**config.mk**
```make
export PLATFORM = sky130hd
export DESIGN_NAME = seq_piso_feeder
export DESIGN_NICKNAME = d
export VERILOG_FILES = /design/src/rtl/seq_piso_feeder.sv
export SDC_FILE = /design/constraint.sdc
export NUM_CORES = 1
export LEC_CHECK = 0
export CAP_MARGIN = 20
export CORE_MARGIN = 1
export CORE_UTILIZATION = 30
export CTS_CLUSTER_SIZE = 40
export DETAILED_ROUTE_END_ITERATION = 8
export PLACE_DENSITY_LB_ADDON = 0.08
export SLEW_MARGIN = 20
export SYNTH_ARGS = -nofsm -noshare
export SYNTH_HDL_FRONTEND = slang
export SYNTH_SLANG_ARGS = --single-unit
```
**constraint.sdc**
```tcl
create_clock -name clk -period 3 [get_ports clk]
set_clock_uncertainty 0.2 [all_clocks]
set_input_delay 0.6 -clock clk [delete_from_list [all_inputs] [get_ports clk]]
set_output_delay 0.6 -clock clk [all_outputs]
set_load 0.02 [all_outputs]
```
**src/rtl/seq_piso_feeder.sv**
```systemverilog
// Parallel-in/serial-out feeder for a serial sequence detector.
// A one-word pending buffer lets frames run back-to-back with no idle bit between them.
module seq_piso_feeder #(
   parameter int WIDTH     = 8,
   parameter bit MSB_FIRST = 1'b1,
   parameter bit IDLE_BIT  = 1'b0
) (
   input  logic             clk,
   input  logic             reset,
   input  logic [WIDTH-1:0] data_in,
   input  logic             load_valid,
   output logic             load_ready,
   output logic             out,
   output logic             bit_valid,
   output logic             frame_done,
   output logic             busy
);

   localparam int CW = (WIDTH > 2) ? $clog2(WIDTH) : 1;
   localparam logic [CW-1:0] LAST = CW'(WIDTH - 1);

   typedef enum logic {IDLE, SHIFT} state_t;

   state_t           state, state_nx;
   logic [WIDTH-1:0] sreg, sreg_nx;
   logic [WIDTH-1:0] pend, pend_nx;
   logic             pend_full, pend_full_nx;
   logic [CW-1:0]    cnt, cnt_nx;
   logic             accept;
   logic             last_bit;
   logic [WIDTH-1:0] sreg_adv;
   logic             head_bit;

   // Ready is forced low during reset so a word presented on a reset edge is never taken.
   assign load_ready = ~pend_full & ~reset;
   assign accept     = load_valid & load_ready;
   assign last_bit   = (cnt == LAST);

   assign sreg_adv = MSB_FIRST ? {sreg[WIDTH-2:0], 1'b0} : {1'b0, sreg[WIDTH-1:1]};
   assign head_bit = MSB_FIRST ? sreg[WIDTH-1] : sreg[0];

   always_comb begin
      state_nx     = state;
      sreg_nx      = sreg;
      pend_nx      = pend;
      pend_full_nx = pend_full;
      cnt_nx       = cnt;
      case (state)
         IDLE: begin
            if (accept) begin
               sreg_nx  = data_in;
               cnt_nx   = '0;
               state_nx = SHIFT;
            end
         end
         SHIFT: begin
            if (!last_bit) begin
               sreg_nx = sreg_adv;
               cnt_nx  = cnt + 1'b1;
               if (accept) begin
                  pend_nx      = data_in;
                  pend_full_nx = 1'b1;
               end
            end else if (pend_full) begin
               // Queued word takes priority; ready was low so nothing new is taken here.
               sreg_nx      = pend;
               pend_nx      = '0;
               pend_full_nx = 1'b0;
               cnt_nx       = '0;
            end else if (accept) begin
               sreg_nx = data_in;
               cnt_nx  = '0;
            end else begin
               sreg_nx  = '0;
               cnt_nx   = '0;
               state_nx = IDLE;
            end
         end
         default: state_nx = IDLE;
      endcase
   end

   always_ff @(posedge clk) begin
      if (reset) begin
         state     <= IDLE;
         sreg      <= '0;
         pend      <= '0;
         pend_full <= 1'b0;
         cnt       <= '0;
      end else begin
         state     <= state_nx;
         sreg      <= sreg_nx;
         pend      <= pend_nx;
         pend_full <= pend_full_nx;
         cnt       <= cnt_nx;
      end
   end

   assign busy       = (state == SHIFT);
   assign bit_valid  = busy;
   assign frame_done = busy & last_bit;
   assign out        = busy ? head_bit : IDLE_BIT;

endmodule

```
## Yosys cells after proc, flatten, opt, wreduce, memory -nomap -nowiden

Index checks and enable logic that the tools add are counted.

| word-level totals | value |
|---|---|
| output and inout bits | 5 |
| bits in registers | 21 |

| operators by class | value |
|---|---|
| reductions and logical operators | 3 |
| add/subtract/negate cells | 1 |
| bitwise operators | 6 |
| equal/unequal tests | 3 |
| muxes and demuxes | 17 |

Operator list:

| operator | count |
|---|---|
| $mux W8 | 6 |
| $pmux W8 S2 | 1 |
| $mux W1 | 6 |
| $mux W3 | 2 |
| $pmux W3 S2 | 1 |
| $ne A2 B2 Y1 const B | 2 |
| $add A3 B1 Y3 const B | 1 |
| $and A1 B1 Y1 | 3 |
| $eq A3 B3 Y1 const B | 1 |
| $not A1 Y1 | 3 |
| $reduce_and A3 Y1 | 1 |
| $pmux W1 S2 | 1 |
| $reduce_and A2 Y1 | 1 |
| $reduce_bool A2 Y1 | 1 |

## Longest topological paths before layout

Gate-level depths: netlist of run 1.

| depth | value |
|---|---|
| depth after elaboration | 7 |
| mapped depth | 6 |
| depth with buffers taken out | 5 |

## Least setup slack after synthesis of run 1

No wires, ideal clock.

| timing path | value |
|---|---|
| path kind | reg2out |
| from | register state (netlist: bit_valid) |
| to | output port out |
| stages on the path, launching flop included | 5 |
| data required time | 2.200 ns |
| path slack | 0.920 ns |
| arrival | 1.280 ns |
| path buffers | 3 |
| cells stage by stage | dfxtp_1 > buf_2 > buf_2 > buf_2 > and2_1 |

| between the ends | value |
|---|---|
| cells in the longest elaborated chain, start to end | 1 |

RTL lines:

| what | line | text |
|---|---|---|
| start, declared | 24 | `state_t state, state_nx;` |
| start signal, assigned | 91 | `state <= state_nx;` |
| $mux W1 | 102 | `assign out = busy ? head_bit : IDLE_BIT;` |
| end, declared | 13 | `output logic out,` |

No other way between the ends.

## Worst setup path after layout of run 1

| timing path | value |
|---|---|
| from | input port reset |
| to | output port load_ready |

| between the ends | value |
|---|---|
| cells in the longest elaborated chain, start to end | 2 |

RTL lines:

| what | line | text |
|---|---|---|
| start, declared | 9 | `input logic reset,` |
| $not A1 Y1 | 35 | `assign load_ready = ~pend_full & ~reset;` |
| $and A1 B1 Y1 | 35 |  |
| end, declared | 12 | `output logic load_ready,` |

No other way between the ends.

==> impl_metrics.yaml, run 1 <==
route:
  dr.pass1.iters: 4
  wl_per_cell_um: 14.8
  via_per_inst: 5.27
  via_count: 1038
  drt_drc_violations_left: 0
  drt_iter0_markers: 36
  drt_wl_total_um: 2920
  ant_nets: 0
final_layout:
  fin_util_pct: 37.1
  final_cell_mix: "dfxtp_1, nand3_1, clkdlybuf4s50_1"
  nNetsFinal: 163
  antenna_cells: 0
  layout_commonest_cell: "dfxtp_1"
  synthToLayoutAreaGrowth_pct: 17.9
  drive_above_1_share_pct: 6.71
  fillCellCount: 408
floorplan:
  die_h_um: 64.2
  initial_utilization_pct: 31.5
  dieArea_um2: 4120
  io_pins: 16
  die_w_um: 64.2
  core_region_area_um2: 3690
  rows: 22
synthesis:
  yosys.area_share.simple_pct: 31.9
  syn_inst: 139
  synth_fa_ha_area_share_pct: 2.16
  async_reset_ff_share_pct: 0
  synth_area_um2: 1160
  synth_xor_area_share_pct: 0
  yosysUniqueCellTypes: 32
  synth_seq_cells: 21
  synth_warnings: 0
  synth_top_family_by_area: "simple AND/OR/NAND/NOR gates"
  synthFlopType: "dfxtp_1"
  synth_area_per_cell_um2: 8.35
  syn_nets: 152
  ys_seq_area_share_pct: 36.2
  synth_compound_area_share_pct: 21.2
  synthMuxAreaShare_pct: 0.862
  synth_edf_count: 0
sta:
  rsz0062_at_grt: "no"
  relSlewSlack_pct: 70.1
  fin_ws_ns: 0.477
  finalMaxSlewViolations: 0
  tightest_slew_ns: 0.448
  setup_viol: 0
  fin_crit_sh_pct: 84.1
  hold_viol: 0
  whs_ns: 0.280
  fmax_ghz: 0.396
  final.min_clock_period_ns: 2.52
  finalSetupTns_ns: 0
run_status:
  outcome: "finished clean"
cts:
  cts-buffers-inserted: 3
  postCtsHoldBufs: 0
  path_clk_slew_ns: 0.08
  cts_root_buf: "clkbuf_8"
  insertion_delay_ns: 0.26
  h-tree-depth: 1
  cts_tree: "built"
  cts_max_path_buffers: 2
  cts-resized-gates: 0
  cts.sinks: 21
  cts_setup_buffers: 0
setup_path:
  r2r_slack_ns: 1.09
  cp-start-kind: "input pin"
  cp_data_required_time_ns: 2.20
  path_max_fanout: 2
  crit_chain: "clkdlybuf4s50_1 > nor2_1 > clkdlybuf4s50_1"
  path_class: "input pin to output pin"
  r2r_cells: 6
  worstPathArrival_ns: 1.72
  crit_top_cell: "clkdlybuf4s50_1"
  cpMaxStageDelayCell: "clkdlybuf4s50_1"
  rr_endpoint: "pend[0]"
  max_stage_delay_ns: 0.61
  crit_path_end_kind: "output pin"
  r2r-start: "cnt[0]"
place:
  gp_congestion: 0.714
  pre_cts_slack_ns: 0.477
  dp_hpwl_um: 1910
  io_buffers: 15
hold_path:
  min_from: "cnt[2]"
  hold_class: "flop to flop"
  holdPathStages: 2
  holdPathEnd: "cnt[2]"
global_route:
  grt_usage_pct: 14.8
  overflow: 0
  antenna_found_initial: 0
  grt_max_degree: 27
  grt_pass1_wl_um: 4770
  grt_pass1_vias: 961
power_and_ir_drop:
  p_leak_uw: 0.000459
  irDropWorstVdd_uv: 282
  p_per_area_nw_per_um2: 444
  finalPower_uw: 607
job:
  maxCapViolCount: 0
[registers in the layout (all words and copies together), names as in the netlist]
signal	count
bit_valid	1
cnt	3
pend	8
pend_full	1
sreg	8
[per-stage QoR]
stage,std cells,area [um^2]
finish,197,1370
global route,197,1370
CTS,197,1370
detailed placement,193,1320
global placement,193,1320
floorplan,139,1160
[worst max-delay path: cells and delay by family]
kind	cells	cell delay (ns)
buf+inv	2	1.03
simple gates	1	0.10
[cell usage after synthesis (2+ instances only)]
master / number / area [um^2]
o21ai_0: 3 / 15.0
and2_1: 2 / 12.5
buf_4: 3 / 22.5
nand4b_1: 5 / 43.8
a311oi_1: 4 / 35.0
dfxtp_1: 21 / 420
a21oi_1: 12 / 60.1
a31oi_1: 4 / 25.0
buf_2: 5 / 25.0
and3_1: 3 / 18.8
nand2_1: 3 / 11.3
buf_6: 2 / 22.5
nand2b_1: 7 / 43.8
ha_1: 2 / 25.0
nor2_1: 7 / 26.3
clkbuf_1: 4 / 15.0
nand3_1: 20 / 100
o211ai_1: 8 / 60.1
nor2b_1: 4 / 25.0
nor3_1: 5 / 25.0
a31o_1: 4 / 35.0
[worst max-delay path by stage]
stage                         start          to  slack (ns)
after floorplan           bit_valid         out        0.92
after global placement        reset  load_ready        0.48
after detailed placement      reset  load_ready        0.48
after CTS                     reset  load_ready        0.47
after global routing         cnt[0]  frame_done        0.40
final                         reset  load_ready        0.48
[power breakdown]
group,total [uW],leakage (uW),switching (uW),internal [uW]
registers,303,0.000172,8.86,294
clock network,190,0.0000228,95.8,94.7
logic,114,0.000265,61.9,51.7
[cell type report]
class                   count  area [um^2]  share of cell area (%)
clock buffers               4         45.0                    3.29
inverters                   1         3.75                   0.274
multi-input cells         103          652                    47.6
flip-flops and latches     21          420                    30.7
well taps                  48         60.1                    4.39
repair buffers             20          188                    13.7
[per-layer routing]
| metal | vias up | global-route usage (%) | routed length [um] |
|---|---|---|---|
| met5 | - | 0 | 0 |
| met4 | 0 | 4.17 | 23 |
| met3 | 2 | 3.75 | 89 |
| met2 | 13 | 23.1 | 1320 |
| met1 | 488 | 20.0 | 1490 |
| li1 | 535 | - | - |
[cell families (layout without fill, tap and decap cells)]
group / after synthesis / after routing
muxes: 1 / 1
adders and majority gates: 2 / 2
buffers and inverters: 15 / 25
AOI/OAI and AO/OA: 37 / 37
DFF: 21 / 21
and+or+nand+nor: 63 / 63
(Power assumes the default switching activity.)
==> run 2: changes to the inputs <==
clock period = 2.49 ns   (was 3 ns; I/O delays follow)
==> impl_metrics.yaml, run 2 (synthesis results as in run 1) <==
run_status:
  outcome: "finished clean"
setup_path:
  crit_path_end_kind: "output pin"
  rr_endpoint: "pend[0]"
  cp-start-kind: "input pin"
  cp_data_required_time_ns: 1.79
  r2r_slack_ns: 0.57
  path_max_fanout: 2
  path_class: "input pin to output pin"
  worstPathArrival_ns: 1.62
  r2r_cells: 6
  r2r-start: "cnt[0]"
sta:
  rsz0062_at_grt: "no"
  final.min_clock_period_ns: 2.31
  hold_viol: 0
  setup_viol: 0
  fin_ws_ns: 0.177
  fmax_ghz: 0.432
  relSlewSlack_pct: 70.2
  finalSetupTns_ns: 0
  tightest_slew_ns: 0.446
  fin_crit_sh_pct: 92.9
  finalMaxSlewViolations: 0
route:
  drt_iter0_markers: 58
  dr.pass1.iters: 4
  wl_per_cell_um: 15.1
  via_per_inst: 5.35
  ant_nets: 0
  via_count: 1065
  drt_wl_total_um: 3000
  drt_drc_violations_left: 0
power_and_ir_drop:
  irDropWorstVdd_uv: 304
  finalPower_uw: 729
  p_per_area_nw_per_um2: 526
  p_leak_uw: 0.000488
hold_path:
  min_from: "sreg[4]"
  hold_class: "flop to flop"
  holdPathEnd: "sreg[4]"
  holdPathStages: 2
place:
  io_buffers: 15
  dpl.cell_count: 195
  dp_hpwl_um: 2060
  gp_congestion: 0.746
  pre_cts_slack_ns: 0.169
floorplan:
  dieArea_um2: 4120
  initial_utilization_pct: 31.5
  core_region_area_um2: 3690
  rows: 22
  io_pins: 16
  die_h_um: 64.2
  die_w_um: 64.2
final_layout:
  nNetsFinal: 165
  fin_cells: 199
  final_cell_mix: "dfxtp_1, nand3_1, clkdlybuf4s50_1"
  antenna_cells: 0
  reg_top3: "pend: 8 flops, sreg: 8 flops, cnt: 3 flops"
  layout_commonest_cell: "dfxtp_1"
  fin_util_pct: 37.6
  fillCellCount: 393
  drive_above_1_share_pct: 7.95
  synthToLayoutAreaGrowth_pct: 19.4
global_route:
  overflow: 0
  grt_max_degree: 26
  grt_pass1_vias: 1028
  grt_pass1_wl_um: 5080
  grt_usage_pct: 15.9
  antenna_found_initial: 0
cts:
  cts.sinks: 21
  cts_tree: "built"
  path_clk_slew_ns: 0.07
  cts-buffers-inserted: 3
  cts_max_path_buffers: 2
  insertion_delay_ns: 0.26
  cts_root_buf: "clkbuf_8"
  cts_setup_buffers: 0
  h-tree-depth: 1
job:
  maxCapViolCount: 0
==> run 2: repair_timing <==
action                                 4_1_cts  5_1_grt
setup endpoints to repair                    0        1
endpoints found under the hold margin        0        0
hold buffers                                 0        0
gates resized for setup                      0        1
==> run 2: how the worst max path moves through the flow <==
stage / start / endpoint / slack, ns
final: reset / load_ready / 0.18
after floorplan: bit_valid / out / 0.51
after global routing: reset / load_ready / 0.09
after detailed placement: reset / load_ready / 0.17
after global placement: reset / load_ready / 0.17
after CTS: cnt[0] / frame_done / 0.04
==> run 2: layout make-up <==
type / instances / area, um^2 / area share [%]
multi-input cells: 103 / 652 / 47.0
flip-flops and latches: 21 / 420 / 30.3
repair buffers: 22 / 205 / 14.8
well taps: 48 / 60.1 / 4.33
clock buffers: 4 / 45.0 / 3.25
inverters: 1 / 3.75 / 0.271
==> run 2: per-layer routing <==
metal / track usage, % / routed length, um
met2: 24.7 / 1360
met3: 3.21 / 172
met1: 22.3 / 1460
met4: 3.89 / 7
met5: 0 / 0
==> run 2: stage by stage <==
stage          instance area [um^2]  hold slack [ns]
2_1_floorplan                  1160            0.252
3_3_place_gp                   1340            0.267
3_5_place_dp                   1340            0.280
4_1_cts                        1380            0.295
5_1_grt                        1390            0.316
6_report                       1390            0.291
==> run 2: power breakdown <==
part / total (uW) / internal [uW] / switching, uW
registers: 366 / 355 / 11.3
clock network: 223 / 114 / 109
logic: 140 / 64.1 / 76.1
==> run 2: critical path: stages <==
cell,delay [ns]
clkdlybuf4s50_1,0.42
nor2_1,0.09
clkdlybuf4s50_1,0.61
